File: config.mk
export PLATFORM = sky130hd
export DESIGN_NAME = deserializer_1to2
export DESIGN_NICKNAME = d
export VERILOG_FILES = /design/src/rtl/deserializer_1to2_pkg.sv /design/src/rtl/deserializer_1to2.sv
export SDC_FILE = /design/constraint.sdc
export NUM_CORES = 1
export LEC_CHECK = 0
export BUFFER_PORTS_ARGS = -buffer_cell sky130_fd_sc_hd__buf_2
export CORE_UTILIZATION = 45
export CTS_BUF_LIST = sky130_fd_sc_hd__clkbuf_8
export CTS_CLUSTER_DIAMETER = 40
export DETAILED_ROUTE_END_ITERATION = 12
export PLACE_DENSITY = 0.78
export RECOVER_POWER = 50
export SKIP_CTS_REPAIR_TIMING = 1
export SYNTH_ARGS = -nofsm -noshare
export SYNTH_HDL_FRONTEND = slang
export SYNTH_SLANG_ARGS = --single-unit
File: constraint.sdc
create_clock -name clk -period 1.5 [get_ports clk]
set_clock_uncertainty 0.2 [all_clocks]
set_input_delay 0.075 -clock clk [delete_from_list [all_inputs] [get_ports clk]]
set_output_delay 0.075 -clock clk [all_outputs]
set_load 0.01 [all_outputs]
File: src/rtl/deserializer_1to2_pkg.sv
// Shared definitions for the alternate-edge 2:1 link: lane-phase state encoding.
package deserializer_1to2_pkg;

  typedef enum logic {
    ST_EXP2 = 1'b0,
    ST_EXP1 = 1'b1
  } state_t;

endpackage

File: src/rtl/deserializer_1to2.sv
// Rebuilds data2/data1 word pairs from an alternating-lane word stream and
// presents them through a single valid/ready output register.
module deserializer_1to2
  import deserializer_1to2_pkg::*;
#(
  parameter int W     = 1,
  parameter int CNT_W = 8
) (
  input  logic             clk,
  input  logic             reset,
  input  logic [W-1:0]     din,
  input  logic             din_valid,
  input  logic             sync,
  output logic [W-1:0]     data1,
  output logic [W-1:0]     data2,
  output logic             out_valid,
  input  logic             out_ready,
  output logic             phase,
  output logic             align_err,
  output logic             overflow,
  input  logic             clr_flags,
  output logic [CNT_W-1:0] pair_cnt
);

  state_t       state, state_nxt;
  logic [W-1:0] hold;
  logic         hold_load;
  logic         pair_done;
  logic         align_set;
  logic         pair_load;
  logic         pair_drop;

  always_ff @(posedge clk or negedge reset) begin
    if (!reset) state <= ST_EXP2;
    else        state <= state_nxt;
  end

  // A sync word in EXP1 restarts the pair with this word as the new data2.
  always_comb begin
    state_nxt = state;
    hold_load = 1'b0;
    pair_done = 1'b0;
    align_set = 1'b0;
    if (din_valid) begin
      case (state)
        ST_EXP2: begin
          hold_load = 1'b1;
          state_nxt = ST_EXP1;
        end
        ST_EXP1: begin
          if (sync) begin
            hold_load = 1'b1;
            align_set = 1'b1;
          end else begin
            pair_done = 1'b1;
            state_nxt = ST_EXP2;
          end
        end
        default: state_nxt = ST_EXP2;
      endcase
    end
  end

  assign pair_load = pair_done && (!out_valid || out_ready);
  assign pair_drop = pair_done && out_valid && !out_ready;
  assign phase     = state;

  always_ff @(posedge clk or negedge reset) begin
    if (!reset) hold <= '0;
    else if (hold_load) hold <= din;
  end

  // Output stage: accept and reload may happen on the same edge without a bubble.
  always_ff @(posedge clk or negedge reset) begin
    if (!reset) begin
      data1     <= '0;
      data2     <= '0;
      out_valid <= 1'b0;
      pair_cnt  <= '0;
    end else if (pair_load) begin
      data2     <= hold;
      data1     <= din;
      out_valid <= 1'b1;
      pair_cnt  <= pair_cnt + 1'b1;
    end else if (out_ready) begin
      out_valid <= 1'b0;
    end
  end

  always_ff @(posedge clk or negedge reset) begin
    if (!reset) begin
      align_err <= 1'b0;
      overflow  <= 1'b0;
    end else begin
      align_err <= align_set;
      if (pair_drop)      overflow <= 1'b1;
      else if (clr_flags) overflow <= 1'b0;
    end
  end

endmodule

==> key figures, run 1 <==
Clock network
  • Worst-path clk slew: 0.06 ns
  • CTS Root Cell: clkbuf_8
  • H-tree levels: 1
  • Clock latency on the worst-skew pair: 0.24 ns
  • CTS tree: yes
  • Number of CTS-inserted buffers: 3
  • CTS Sinks: 15
  • Clock buffer depth: 2

Worst setup path
  • CP cell instances: nand3b_4 > nor2b_4 > mux2_2
  • Critical-path top delay cell: dfrtp_1
  • CP required: 1.43 ns
  • Worst setup path start: phase
  • Kind of critical path: reg2reg
  • Max incr delay on CP: 0.44 ns
  • Reg-to-Reg Start: phase
  • Critical Path End: data1
  • Reg2Reg Depth: 3
  • CP Max Fanout: 6
  • Reg2reg end: data1
  • Nature of the critical path startpoint: register
  • R2R Setup Slk: 0.08 ns
  • Arr. time, crit path: 1.35 ns
  • Critical path capture point type: register

Placed design
  • Post-DP HPWL: ~850 µm
  • Port-buffer cells: 20
  • Area of placed instances: 752.0 µm²
  • GPL Wtd Cong: ~0.7
  • Cells after DPL: 85

Global routing
  • Vias in the first global route: 426
  • Initial antenna violation count: 0
  • First-pass GRT wire length: 1752 µm
  • Total track usage: 0.1784
  • GRT overflow: 0
  • Largest net degree at the start of global routing: 16

Status
  • Failing checks: negative hold slack
  • Status: complete, but fails checks

Floorplan
  • Top Ports: 21
  • Die width: 39.51 µm
  • Std-Cell Rows: 13
  • Die Y: 39.51 µm
  • Initial core utilization: 0.4865
  • Core ar.: 1301 µm²
  • Die ar.: 1561 µm²

Finish
  • Fill cells: 120
  • Synthesis-to-finish area growth: 31.03%
  • Commonest non-fill, non-tap cell in the layout: dfrtp_1
  • Most frequent cells in the layout: 15 x dfrtp_1, 14 x buf_2, 6 x xnor2_1, 6 x clkbuf_1, 5 x nand2_1
  • Final std cells w/o fill: just over 90
  • Design Area, Final: 829.5 µm²
  • Final nets: 87
  • # diodes: 0
  • Share of layout cells above drive strength 1: 0.3205

Route
  • Wire per inst: 11.96 µm
  • Final WL: 1112 µm
  • First-pass detailed-route iteration total: 3
  • DR vias: 456
  • 1st-iter DRT viols: 3
  • Detail-routed via count per cell: 4.903
  • Final ANT Viol Nets: 0
  • Drc violations: 0

Synthesis
  • Synth top area share: 0.5929
  • Synth Net Count: 58
  • Synthesis warning total: 0
  • Yosys top cell by area: dfrtp_1
  • Dominant synthesized flop cell: dfrtp_1
  • Synthesized area: 633.1 µm²
  • Netlist cell types: 19
  • EDFF count, synth: 0
  • Seq/Total Area, Yosys: 0.5929
  • Post-synthesis register bit count: 15
  • Syn Area/Cell: between 10 and 15 µm²
  • Post-Synthesis Cells: 50
  • Largest cells by area after synthesis: dfrtp_1 59%, xnor2_1 8.3%, mux2_2 7.1%
  • Asr flop ratio synth: 1.000

Power and ir drop
  • Power Dens Cells: 1464 nW/µm²
  • VDD IR max: 0.8640 mV
  • Pleak: slightly above 0.4 nW

Min path
  • Tightest Hold Check Type: in2reg

Flow run
  • Max Cap Violations: 0

Timing
  • Final Critical Period: 1.422 ns
  • Final setup viols: 0
  • Final hold vios: 4
  • Max-Slew Margin vs Limit: 0.4788
  • Worst slew pin tran: 0.7818 ns
  • Hold WS: -0.04735 ns
  • Unrepaired setup endpoints after global routing: no
  • Post-route setup TNS: 0 ns
  • Final cycle utilization of the critical path: 0.9483
  • F_max: 703.0 MHz
  • Max Slew Vio Count: 0
state kept, by name, indices dropped and copies added, names as in the netlist:
name	count
align_err	1
data1	1
data2	1
hold	1
out_valid	1
overflow	1
pair_cnt	8
phase	1
layout make-up:
type	count	area, µm²	area share
Clock buffer	3	41.29	0.04977
Multi-Input combinational cell	33	250.2	0.3017
Timing Repair Buffer	24	132.6	0.1599
Sequential cell	15	375.4	0.4525
Tap cell	15	18.77	0.02262
Clock inverter	1	3.754	0.004525
Inverter	2	7.507	0.009050
cells in the mapped netlist, types with 2 or more instances:
master and number:
xnor2_1 6, nor2_1 3, nand3_1 3, mux2_2 4, dfrtp_1 15, inv_1 2, nand2_1 5
per-layer routing:
metal	GRT usage	up-vias	part of all wire
met5	0	-	0
met2	0.3033	13	0.55
met1	0.1792	219	0.39
li1	-	222	-
met4	0.1293	0	0.0090
met3	0.05682	2	0.051
critical path, delay by kind of cell (launching register included):
kind | cells | cell delay (ns)
DFF | 1 | 0.44
muxes | 1 | 0.35
and+or+nand+nor | 2 | 0.32
metrics by stage:
stage	util	worst slack (ns)	power [mW]
2_1_floorplan	-	0.08274	0.7723
3_3_place_gp	0.5779	0.1123	0.9014
3_5_place_dp	0.5779	0.06865	0.9163
4_1_cts	0.6125	0.05831	1.233
5_1_grt	0.6375	0.01528	1.297
6_report	0.6375	0.07762	1.215
where the power goes:
group	leakage (nW)	switching (mW)	internal (mW)
combinational	0.196	0.152	0.160
clock	0.0269	0.130	0.181
sequential	0.189	0.0885	0.503
how the worst min path moves through the flow:
stage | start | to | slack, ns | cells after the start
after detailed placement | reset | overflow | -0.21 | 1
after floorplan | reset | align_err | -0.42 | 0
after global routing | din_valid | phase | -0.04 | 3
after global placement | reset | align_err | -0.21 | 1
final | din_valid | phase | -0.05 | 3
after CTS | reset | overflow | -0.47 | 1
cells by family after synthesis:
family | count (synthesis) | share of synthesized area
simple gates | 19 | 0.1897
xor+xnor | 7 | 0.09684
buf+inv | 2 | 0.01186
flops | 15 | 0.5929
fa+ha+maj | 1 | 0.01976
mux | 4 | 0.07114
compound gates | 2 | 0.01779
Power figures use the tool's default switching activity.
==> run 2, diff against run 1 <==
--- a/config.mk
+++ b/config.mk
@@ -7,7 +7,6 @@
 export LEC_CHECK = 0
 export BUFFER_PORTS_ARGS = -buffer_cell sky130_fd_sc_hd__buf_2
 export CORE_UTILIZATION = 45
-export CTS_BUF_LIST = sky130_fd_sc_hd__clkbuf_8
 export CTS_CLUSTER_DIAMETER = 40
 export DETAILED_ROUTE_END_ITERATION = 12
 export PLACE_DENSITY = 0.78
==> run 2 against run 1 <==
The flow still finishes with violations (negative hold slack); highest routed layer unchanged; maximum frequency down 1.8%; non-clock buffer count unchanged; clock-buffer cell count up 1; core utilization down 1.2 points; routed wire length down 2.8%; critical path type is now in2reg; sequential share of layout area up 0.90 points; first-iteration DRC count down 67%; sequential cell count unchanged; sequential power about the same; die area unchanged; combinational power about the same; final area down 2.0%.
==> key figures, run 2 (same netlist as run 1, synthesis figures left out) <==
Global routing
  • Initial antenna violation count: 0
  • Largest net degree at the start of global routing: 16
  • GRT overflow: 0
  • First-pass GRT wire length: 1773 µm
  • Vias in the first global route: 435
  • Total track usage: 0.1775

Timing
  • Final cycle utilization of the critical path: 0.9659
  • Final hold vios: 7
  • Final Critical Period: approximately 1.4 ns
  • Max-Slew Margin vs Limit: 0.4831
  • Hold WS: -0.08269 ns
  • F_max: 690.2 MHz
  • Post-route setup TNS: 0 ns
  • Final setup viols: 0
  • Unrepaired setup endpoints after global routing: no
  • Max Slew Vio Count: 0
  • Worst slew pin tran: 0.7754 ns

Placed design
  • Post-DP HPWL: around 850 µm
  • GPL Wtd Cong: 0.6990
  • Cells after DPL: 85
  • Port-buffer cells: 20

Finish
  • Most frequent cells in the layout: 16 x buf_2, 15 x dfrtp_1, 6 x xnor2_1, 5 x nand2_1, 5 x clkbuf_1
  • # diodes: 0
  • Synthesis-to-finish area growth: 28.46%
  • Commonest non-fill, non-tap cell in the layout: buf_2
  • Share of layout cells above drive strength 1: 0.3462
  • Final nets: 87
  • Number of flip-flops in the largest register: 8
  • Final std cells w/o fill: 93
  • Largest Register: pair_cnt

Route
  • Final WL: approximately 1100 µm
  • Drc violations: 0
  • Detail-routed via count per cell: 4.839
  • 1st-iter DRT viols: 1
  • DR vias: 450
  • Wire per inst: ~12 µm
  • First-pass detailed-route iteration total: 2
  • Final ANT Viol Nets: 0

Floorplan
  • Die ar.: 1561 µm²
  • Top Ports: 21
  • Core ar.: 1301 µm²
  • Std-Cell Rows: 13
  • Initial core utilization: 0.4865
  • Die width: 39.51 µm
  • Die Y: 39.51 µm

Clock network
  • Worst-path clk slew: 0.08 ns
  • CTS tree: yes
  • Clock buffer depth: 2
  • H-tree levels: 1
  • Clock latency on the worst-skew pair: approximately 0.27 ns
  • CTS Sinks: 15
  • CTS Root Cell: clkbuf_4
  • Number of CTS-inserted buffers: 3

Status
  • Status: complete, but fails checks
  • Failing checks: negative hold slack

Worst setup path
  • CP required: 1.46 ns
  • Arr. time, crit path: about 1.4 ns
  • CP Max Fanout: 5
  • Reg2Reg Depth: 3
  • Nature of the critical path startpoint: input port
  • Kind of critical path: in2reg
  • Critical path capture point type: register

Power and ir drop
  • Pleak: 0.4061 nW
  • VDD IR max: approximately 0.73 mV
  • Power Dens Cells: between 1000 and 1500 nW/µm²

Min path
  • Tightest Hold Check Type: in2reg
  • WHS Path Cells: 3

Flow run
  • Max Cap Violations: 0
## run 2: per-layer routing
metal	vias to the layer above	global-route usage	routed length [µm]
met4	0	0.1034	10
met3	2	0.05682	53
li1	223	-	-
met2	13	0.3074	564
met5	-	0	0
met1	212	0.1835	453
## run 2: final cells by class
cell class | instances | area [µm²]
Timing Repair Buffer | 24 | 135.1
Tap cell | 15 | 18.77
Multi-Input combinational cell | 33 | 250.2
Inverter | 2 | 7.507
Fill cell | 126 | 488.0
Sequential cell | 15 | 375.4
Clock buffer | 4 | 26.28
## run 2: where the power goes
| part | switching, mW | total, mW | internal (mW) |
|---|---|---|---|
| Clock | 0.116 | 0.219 | 0.103 |
| Sequential | 0.0894 | 0.591 | 0.501 |
| Combinational | 0.151 | 0.313 | 0.162 |
## run 2: per-stage QoR
step | util | cell area (µm²) | setup slack (ns) | power (mW) | hold slack (ns)
detailed placement | 0.5779 | 752.0 | 0.06865 | 0.9163 | -0.2080
finish | 0.6250 | 813.3 | 0.05109 | 1.122 | -0.08269
CTS | 0.5981 | 778.2 | 0.05410 | 1.140 | -0.5126
floorplan | - | 633.1 | 0.08274 | 0.7723 | -0.4206
global route | 0.6250 | 813.3 | 0.006025 | 1.212 | -0.07752
global placement | 0.5779 | 752.0 | 0.1123 | 0.9014 | -0.2090
## run 2: path summary, 6_finish.rpt
path / startpoint / end / slack (ns)
setup / recovery: din_valid / data1 / 0.05
hold / removal: sync / phase / -0.08
setup reg to reg: phase / data1 / 0.07
hold reg to reg: pair_cnt[7] / pair_cnt[7] / 0.27
max in group asynchronous: reset / data1 / 0.43
min in group asynchronous: reset / align_err / 0.19
## run 2: critical path, cell delays in order
cell           delay, ns
dlygate4sd3_1       0.53
buf_2               0.16
nand3b_4            0.11
nor2b_4             0.19
mux2_2              0.35
==> run 3, diff against run 2 <==
--- a/config.mk
+++ b/config.mk
@@ -10,7 +10,7 @@
 export CTS_CLUSTER_DIAMETER = 40
 export DETAILED_ROUTE_END_ITERATION = 12
 export PLACE_DENSITY = 0.78
-export RECOVER_POWER = 50
+export RECOVER_POWER = 25
 export SKIP_CTS_REPAIR_TIMING = 1
 export SYNTH_ARGS = -nofsm -noshare
 export SYNTH_HDL_FRONTEND = slang
==> run 3 against run 2 <==
The flow still finishes with violations (negative hold slack); sequential share of layout area fell by 0.21 points; register-to-register slack about the same; clock power barely moved; routed wire length down 0.28%; critical endpoint unchanged; highest routed layer unchanged.
==> key figures, run 3 (same netlist as run 1, synthesis figures left out) <==
Status
  • Status: complete, but fails checks
  • Failing checks: negative hold slack

Worst setup path
  • Reg2Reg Depth: 3
  • CP cell instances: dlygate4sd3_1 > buf_2 > nand3b_4 > nor2b_4 > mux2_2
  • Arr. time, crit path: 1.41 ns
  • CP Max Fanout: 5
  • Kind of critical path: in2reg
  • Critical-path top delay cell: dlygate4sd3_1
  • CP required: 1.46 ns
  • Reg2reg end: data1
  • Critical Path End: data1
  • Max incr delay on CP: 0.53 ns
  • Critical path capture point type: register
  • R2R Setup Slk: 0.07 ns
  • Worst setup path start: din_valid
  • Nature of the critical path startpoint: input port
  • Reg-to-Reg Start: phase

Floorplan
  • Std-Cell Rows: 13
  • Die Y: 39.51 µm
  • Die width: 39.51 µm
  • Top Ports: 21
  • Core ar.: approximately 1300 µm²
  • Die ar.: roughly 1600 µm²
  • Initial core utilization: 0.4865

Power and ir drop
  • Reported net switching power: 0.3555 mW
  • Logic pwr share: 0.282
  • VDD IR max: between 0.7 and 0.8 mV
  • Power Dens Cells: 1378 nW/µm²
  • Pleak: 0.4163 nW
  • Reg power frac: 0.524
  • P_int: 0.7704 mW
  • Sw Ratio: 0.3157
  • Part of the power in the clock network: 0.194

Finish
  • Fill cells: about 120
  • Most frequent cells in the layout: 19 x buf_2, 15 x dfrtp_1, 6 x xnor2_1, 5 x nand2_1
  • Number of flip-flops in the largest register: 8
  • Largest Register: pair_cnt
  • # diodes: 0
  • Synthesis-to-finish area growth: 29.05%
  • Final nets: 87
  • Commonest non-fill, non-tap cell in the layout: buf_2
  • Fin util: 0.6279
  • Share of layout cells above drive strength 1: 0.3846

Clock network
  • H-tree levels: 1
  • Clock buffer depth: 2
  • Worst-path clk slew: 0.08 ns
  • CTS tree: yes
  • Number of CTS-inserted buffers: 3
  • Clock latency on the worst-skew pair: 0.27 ns
  • CTS Sinks: 15
  • CTS Root Cell: clkbuf_4

Global routing
  • First-pass GRT wire length: 1773 µm
  • Largest net degree at the start of global routing: 16
  • Most Crowded Layer GR: met2
  • GRT overflow: 0
  • Grt met3 use: 0.05682
  • GR Util met2: 0.3074
  • Vias in the first global route: 435
  • Total track usage: 0.1775
  • Initial antenna violation count: 0
  • Global Route met1 Usage: 0.1835

Timing
  • Hold WS: -0.08267 ns
  • Unrepaired setup endpoints after global routing: no
  • Post-route setup TNS: 0 ns
  • Final setup viols: 0
  • F_max: 690.1 MHz
  • Worst slew pin tran: 0.7752 ns
  • Final hold vios: 7
  • Final cycle utilization of the critical path: 0.9660
  • Final Critical Period: 1.449 ns
  • Max Slew Vio Count: 0
  • Max-Slew Margin vs Limit: 0.4832

Route
  • Wire per inst: roughly 12 µm
  • First-pass detailed-route iteration total: 2
  • DR vias: 450
  • Final ANT Viol Nets: 0
  • 1st-iter DRT viols: 1
  • Detail-routed via count per cell: 4.839
  • Final WL: 1078 µm
  • Drc violations: 0

Placed design
  • Port-buffer cells: 20
  • GPL Wtd Cong: 0.6990
  • Post-DP HPWL: 845.3 µm

Min path
  • Tightest Hold Check Type: in2reg

Flow run
  • Max Cap Violations: 0
run 3: cell types whose count changed in the layout (fill, tap and decap cells not counted):
| cell | before | now |
|---|---|---|
| buf_2 | 16 | 19 |
| clkbuf_1 | 5 | 2 |
run 3: power by group through the flow:
| stage | Combinational, mW | Clock (mW) | Sequential [mW] |
|---|---|---|---|
| 3_5_place_dp | 0.315 | 0 | 0.601 |
| 5_1_grt | 0.358 | 0.248 | 0.611 |
| 4_1_cts | 0.316 | 0.231 | 0.593 |
| 2_1_floorplan | 0.136 | 0 | 0.636 |
| 3_3_place_gp | 0.304 | 0 | 0.597 |
| 6_report | 0.317 | 0.219 | 0.590 |
run 3: area by class of cell:
cell class,instances,area [µm²],area share
multi-input cells,33,250.2,0.3063
inverters,2,7.507,0.009188
well taps,15,18.77,0.02297
clock buffers,4,26.28,0.03216
repair buffers,24,138.9,0.1700
flip-flops and latches,15,375.4,0.4594
run 3: worst max-delay path, delay by kind of cell:
family                 cells  cell delay [ns]
buffers and inverters      2             0.69
muxes                      1             0.35
and+or+nand+nor            2             0.30
run 3: metal layers:
metal / share of wire / vias to the layer above / routed length, µm
met5: 0 / - / 0
met1: 0.42 / 212 / 455
met2: 0.52 / 13 / 563
li1: - / 223 / -
met4: 0.0093 / 0 / 10
met3: 0.045 / 2 / 49
run 3: per-stage QoR:
step           std cells  hold WS, ns  setup slack, ns  instance area, µm²  power [mW]
6_report              93     -0.08267          0.05094               817.0       1.126
5_1_grt               93     -0.07752         0.006025               817.0       1.216
4_1_cts               89      -0.5126          0.05410               778.2       1.140
3_5_place_dp          85      -0.2080          0.06865               752.0      0.9163
3_3_place_gp          85      -0.2090           0.1123               752.0      0.9014
2_1_floorplan         50      -0.4206          0.08274               633.1      0.7723
run 3: worst min path at each step:
stage	start	to	slack, ns	cells past startpoint
after floorplan	reset	align_err	-0.42	0
after global placement	reset	align_err	-0.21	1
after detailed placement	reset	overflow	-0.21	1
after CTS	reset	overflow	-0.51	1
after global routing	sync	align_err	-0.08	2
final	sync	phase	-0.08	3
